--- src/rtl/alu_pkg.sv ---
// alu_pkg: shared opcodes, widths and sequencer state type for the ALU block
package alu_pkg;
    localparam int ALU_W = 8;
    localparam logic [1:0] OP_ADD = 2'b00;
    localparam logic [1:0] OP_MUL = 2'b01;
    localparam logic [1:0] OP_XOR = 2'b10;
    localparam logic [1:0] OP_SHL = 2'b11;
    typedef enum logic [1:0] {IDLE, EXEC, RESP} seq_state_t;
endpackage

--- src/rtl/alu.sv ---
// alu: 8-bit combinational ALU; carry always reflects a+b
module alu
    import alu_pkg::*;
(
    input  logic [ALU_W-1:0] a,
    input  logic [ALU_W-1:0] b,
    input  logic [1:0]       sel,
    output logic [ALU_W-1:0] out,
    output logic             carry,
    output logic             zero
);
    logic [ALU_W:0]     sum;
    logic [2*ALU_W-1:0] prod;
    always_comb begin
        sum   = {1'b0, a} + {1'b0, b};
        prod  = a * b;
        out   = sel == OP_ADD ? sum[ALU_W-1:0] :
                sel == OP_MUL ? prod[ALU_W-1:0] :
                sel == OP_XOR ? a ^ b : {a[ALU_W-2:0], 1'b0};
        carry = sum[ALU_W];
        zero  = out == '0;
    end
endmodule

--- src/rtl/alu_unit.sv ---
// alu_unit: sequencer wired to the combinational ALU for system use
module alu_unit
    import alu_pkg::*;
#(
    parameter int CNT_W = 16
) (
    input  logic             clk,
    input  logic             rst,
    input  logic             cmd_valid,
    output logic             cmd_ready,
    input  logic [1:0]       cmd_op,
    input  logic [ALU_W-1:0] cmd_a,
    input  logic [ALU_W-1:0] cmd_b,
    input  logic             cmd_chain,
    output logic             rsp_valid,
    input  logic             rsp_ready,
    output logic [ALU_W-1:0] rsp_data,
    output logic             rsp_carry,
    output logic             rsp_zero,
    output logic             busy,
    output logic [CNT_W-1:0] op_count
);
    logic [ALU_W-1:0] alu_a, alu_b, alu_out;
    logic [1:0]       alu_sel;
    logic             alu_carry, alu_zero;
    alu_cmd_sequencer #(.CNT_W(CNT_W)) u_seq (
        .clk(clk), .rst(rst),
        .cmd_valid(cmd_valid), .cmd_ready(cmd_ready), .cmd_op(cmd_op),
        .cmd_a(cmd_a), .cmd_b(cmd_b), .cmd_chain(cmd_chain),
        .alu_a(alu_a), .alu_b(alu_b), .alu_sel(alu_sel),
        .alu_out(alu_out), .alu_carry(alu_carry), .alu_zero(alu_zero),
        .rsp_valid(rsp_valid), .rsp_ready(rsp_ready), .rsp_data(rsp_data),
        .rsp_carry(rsp_carry), .rsp_zero(rsp_zero), .busy(busy), .op_count(op_count)
    );
    alu u_alu (
        .a(alu_a), .b(alu_b), .sel(alu_sel),
        .out(alu_out), .carry(alu_carry), .zero(alu_zero)
    );
endmodule

--- src/rtl/alu_cmd_sequencer.sv ---
// alu_cmd_sequencer: valid/ready command front-end driving an external ALU
module alu_cmd_sequencer
    import alu_pkg::*;
#(
    parameter int CNT_W = 16
) (
    input  logic             clk,
    input  logic             rst,
    input  logic             cmd_valid,
    output logic             cmd_ready,
    input  logic [1:0]       cmd_op,
    input  logic [ALU_W-1:0] cmd_a,
    input  logic [ALU_W-1:0] cmd_b,
    input  logic             cmd_chain,
    output logic [ALU_W-1:0] alu_a,
    output logic [ALU_W-1:0] alu_b,
    output logic [1:0]       alu_sel,
    input  logic [ALU_W-1:0] alu_out,
    input  logic             alu_carry,
    input  logic             alu_zero,
    output logic             rsp_valid,
    input  logic             rsp_ready,
    output logic [ALU_W-1:0] rsp_data,
    output logic             rsp_carry,
    output logic             rsp_zero,
    output logic             busy,
    output logic [CNT_W-1:0] op_count
);
    seq_state_t state, state_nxt;
    logic [ALU_W-1:0] acc;
    always_ff @(posedge clk or posedge rst)
        if (rst) state <= IDLE;
        else     state <= state_nxt;
    always_comb begin
        state_nxt = state;
        case (state)
            IDLE:    state_nxt = cmd_valid ? EXEC : IDLE;
            EXEC:    state_nxt = RESP;
            RESP:    state_nxt = rsp_ready ? IDLE : RESP;
            default: state_nxt = IDLE;
        endcase
    end
    assign cmd_ready = state == IDLE;
    assign rsp_valid = state == RESP;
    assign busy      = state != IDLE;
    always_ff @(posedge clk or posedge rst) begin
        if (rst) begin
            alu_a     <= '0;
            alu_b     <= '0;
            alu_sel   <= OP_ADD;
            rsp_data  <= '0;
            rsp_carry <= 1'b0;
            rsp_zero  <= 1'b0;
            acc       <= '0;
            op_count  <= '0;
        end else begin
            if (state == IDLE && cmd_valid) begin
                alu_a   <= cmd_chain ? acc : cmd_a;
                alu_b   <= cmd_b;
                alu_sel <= cmd_op;
            end
            // raw ALU carry is only meaningful for ADD
            if (state == EXEC) begin
                rsp_data  <= alu_out;
                rsp_zero  <= alu_zero;
                rsp_carry <= (alu_sel == OP_ADD) && alu_carry;
                acc       <= alu_out;
            end
            if (state == RESP && rsp_ready)
                op_count <= op_count + CNT_W'(1);
        end
    end
endmodule

--- config.mk ---
export PLATFORM = sky130hd
export DESIGN_NAME = alu_unit
export DESIGN_NICKNAME = d
export VERILOG_FILES = /design/src/rtl/alu_pkg.sv /design/src/rtl/alu.sv /design/src/rtl/alu_unit.sv /design/src/rtl/alu_cmd_sequencer.sv
export SDC_FILE = /design/constraint.sdc
export NUM_CORES = 1
export LEC_CHECK = 0
export ABC_AREA = 1
export CAP_MARGIN = 20
export CORE_MARGIN = 5
export CORE_UTILIZATION = 47
export CTS_BUF_LIST = sky130_fd_sc_hd__clkbuf_8
export DETAILED_ROUTE_END_ITERATION = 10
export PLACE_DENSITY = 0.77
export SLEW_MARGIN = 20
export SYNTH_ARGS = -nofsm -noshare
export SYNTH_HDL_FRONTEND = slang
export SYNTH_SLANG_ARGS = --single-unit
--- constraint.sdc ---
create_clock -name clk -period 4.9 [get_ports clk]
set_clock_uncertainty 0.05 [all_clocks]
set_input_delay 0.735 -clock clk [delete_from_list [all_inputs] [get_ports clk]]
set_output_delay 0.735 -clock clk [all_outputs]
set_load 0.02 [all_outputs]
==> impl_metrics.env <==
export IMPL_status="complete, no violations"
export IMPL_clk_pin_slew_ns=0.09
export IMPL_ys_seq_elements=46
export IMPL_synth_top_area_share_pct=31.76
export IMPL_hold_ws_ns=0.4301
export IMPL_critPathTopFamily="adder cells"
export IMPL_r2r_start="u_seq.alu_a[1]"
export IMPL_drive_gt1_share_pct=4.570
export IMPL_power_density_nw_per_um2=700.4
export IMPL_dp_cells=641
export IMPL_slew_viol_final=0
export IMPL_io_buffers=51
export IMPL_fin_ws_ns=0.5760
export IMPL_hold_path_depth=1
export IMPL_synth_area_um2=3625
export IMPL_dr_pass1_iters=5
export IMPL_cts_root_buf="clkbuf_8"
export IMPL_cp_slowest_cell="dfrtp_1"
export IMPL_num_rows=32
export IMPL_cts_made_buffers=5
export IMPL_synth_nets=561
export IMPL_worst_pin_slew_ns=0.8212
export IMPL_min_period_ns=4.324
export IMPL_grt_pass1_vias=3238
export IMPL_layout_cells_non_filler=649
export IMPL_cp_common_cell="nand2_1"
export IMPL_drt_wirelength_per_cell_um=13.99
export IMPL_cp_start_kind="flip-flop"
export IMPL_post_cts_buffers=0
export IMPL_irDropWorstVdd_uv=290.9
export IMPL_rsz0062_at_grt="false"
export IMPL_maxCapViolCount=0
export IMPL_crit_arrival_ns=4.48
export IMPL_crit_required_ns=5.05
export IMPL_htreeDepth=2
export IMPL_synth_largest_area_cell="dfrtp_1"
export IMPL_overflow=0
export IMPL_syn_to_final_growth_pct=18.88
export IMPL_grt_max_degree=47
export IMPL_cp_end_kind="flip-flop"
export IMPL_drtAntennaViolNets=0
export IMPL_remaining_drc_errors=0
export IMPL_async_flop_share_pct=100.0
export IMPL_crit_buf_inv=4
export IMPL_syn_instance_count=500
export IMPL_grt_pass1_wl_mm=15.48
export IMPL_worstPathMaxFanout=10
export IMPL_place_ws_ns=0.6106
export IMPL_rrSetupSlack_ns=0.58
export IMPL_core_um2=7607
export IMPL_power_w=0.003018
export IMPL_fin_setup_tns_ns=0
export IMPL_vias=3280
export IMPL_via_per_inst=5.054
export IMPL_initial_core_util_pct=47.65
export IMPL_hp_start="u_seq.op_count[15]"
export IMPL_cts_tree="built"
export IMPL_worstReg2RegEnd="u_seq.rsp_data[7]"
export IMPL_fmax_mhz=231.3
export IMPL_antenna_cells=0
export IMPL_gp_congestion=0.9348
export IMPL_die_area_um2=9569
export IMPL_clkLatencyLatePin_ns=0.30
export IMPL_ys_warn_count=0
export IMPL_die_w_um=97.82
export IMPL_rr_worst_depth=21
export IMPL_max_stage_delay_ns=0.57
export IMPL_die_h_um=97.82
export IMPL_totalWireLength_mm=9.080
export IMPL_p_leak_nw=2.415
export IMPL_synth_edf_count=0
export IMPL_finalCritPeriodShare_pct=88.24
export IMPL_synth_area_leaders="dfrtp_1 (32%), nand2_1 (17%), inv_1 (9.8%), ha_1 (8.6%), fa_1 (7.2%)"
export IMPL_cts_repair_resized=0
export IMPL_setup_viol=0
export IMPL_clkSinkCount=46
export IMPL_syn_mean_instance_area_um2=7.249
export IMPL_crit_type="flip-flop to flip-flop"
export IMPL_min_to="u_seq.op_count[15]"
export IMPL_drt_initial_drc_count=200
export IMPL_clk_path_buf_depth=2
export IMPL_maxSlewHeadroom_pct=45.25
export IMPL_io_pins=52
export IMPL_synth_most_common_cell="nand2_1"
export IMPL_antenna_found_initial=0
export IMPL_ys_top_cells_by_count="nand2_1 (166), inv_1 (95), dfrtp_1 (46)"
export IMPL_synthDistinctLibCells=27
export IMPL_cp_cell_sequence="nand2_1, fa_1, fa_1, inv_1, fa_1, inv_1, fa_1, inv_1, ha_1, a21oi_1, nand3_1, nand2_1, nand3_1, nand2_1, inv_1, nand2_1, nand3_1, nand2_1, nand2_1, nand2_1, nand2_1"
export IMPL_ys_seq_area_share_pct=31.76
export IMPL_ctsHoldBuffers=0
export IMPL_place_hpwl_mm=7.070
export IMPL_min_path_type="flip-flop to flip-flop"
export IMPL_nNetsFinal=607
export IMPL_ys_flop_type="dfrtp_1"
export IMPL_finalHoldViolCount=0
export IMPL_grt_usage_pct=19.53
cell families (layout without fill, tap and decap cells):
family | count (synthesis) | after routing | synth area share [%]
and+or+nand+nor | 238 | 238 | 28.96
adders and majority gates | 38 | 38 | 15.81
buffers and inverters | 110 | 157 | 11.53
xor gates and xnor gates | 19 | 19 | 4.591
DFF | 46 | 46 | 31.76
AOI/OAI and AO/OA | 48 | 48 | 7.042
muxes | 1 | 1 | 0.3106
metal layers:
layer | up-vias | wire, um | track usage, % | share of wire, %
li1 | 1624 | - | - | -
met1 | 1558 | 4112 | 26.18 | 45
met3 | 13 | 430 | 3.643 | 4.7
met5 | - | 0 | 0 | 0
met4 | 0 | 138 | 5.112 | 1.5
met2 | 85 | 4399 | 32.57 | 48
layout by cell type, fill, tap and decap left out, drive strengths merged, types with 8 or more instances in the layout:
| master | count |
|---|---|
| ha | 25 |
| xnor2 | 8 |
| dfrtp | 46 |
| nor2 | 21 |
| fa | 13 |
| nand2 | 168 |
| clkdlybuf4s50 | 51 |
| nand3 | 41 |
| xor2 | 11 |
| o21ai | 32 |
| a21oi | 10 |
| inv | 97 |
layout make-up:
class | count | area (um2)
tap | 102 | 127.6
fill | 735 | 3298
sequential | 46 | 1151
clock inverter | 2 | 12.51
multi-input combinational | 344 | 2056
clock buffer | 6 | 82.58
timing repair buffer | 51 | 510.5
inverter | 98 | 369.1
power by group:
part	switching, W	internal [W]	total, W
Clock	0.000138	0.000114	0.000252
Sequential	0.000233	0.000511	0.000744
Combinational	0.00125	0.000774	0.00202
through the flow:
stage / utilization, % / area (um2)
3_5_place_dp: 55.38 / 4213
2_1_floorplan: - / 3625
3_3_place_gp: 55.38 / 4213
5_1_grt: 56.64 / 4309
4_1_cts: 56.63 / 4308
6_report: 56.64 / 4309
how the worst max path moves through the flow:
| stage | startpoint | end | slack (ns) | depth (start not counted) |
|---|---|---|---|---|
| 2_1_floorplan | u_seq.alu_a[1] | u_seq.rsp_data[7] | 0.79 | 24 |
| 3_3_place_gp | u_seq.alu_a[1] | u_seq.rsp_data[7] | 0.71 | 23 |
| 3_5_place_dp | u_seq.alu_a[1] | u_seq.rsp_data[7] | 0.61 | 23 |
| 4_1_cts | u_seq.alu_a[1] | u_seq.rsp_data[7] | 0.59 | 23 |
| 5_1_grt | u_seq.alu_a[1] | u_seq.rsp_data[7] | 0.24 | 23 |
| 6_report | u_seq.alu_a[1] | u_seq.rsp_data[7] | 0.58 | 21 |
worst register-to-register path, cell delays in order, from the launching register on:
cell and delay, ns:
dfrtp_1 0.57, nand2_1 0.14, fa_1 0.46, fa_1 0.55, inv_1 0.05, fa_1 0.47, inv_1 0.06, fa_1 0.54
inv_1 0.05, ha_1 0.33, a21oi_1 0.20, nand3_1 0.10, nand2_1 0.09, nand3_1 0.06, nand2_1 0.08, inv_1 0.04
nand2_1 0.04, nand3_1 0.09, nand2_1 0.10, nand2_1 0.05, nand2_1 0.05, nand2_1 0.05
flip-flops by register name, indices dropped and copies added, names as in the netlist:
signal,count
u_seq.alu_b,8
u_seq.rsp_carry,1
u_seq.rsp_data,8
u_seq.alu_a,8
u_seq.op_count,16
u_seq.rsp_zero,1
u_seq.state,2
u_seq.alu_sel,2
Note: power is estimated with default switching activity, not from simulation.
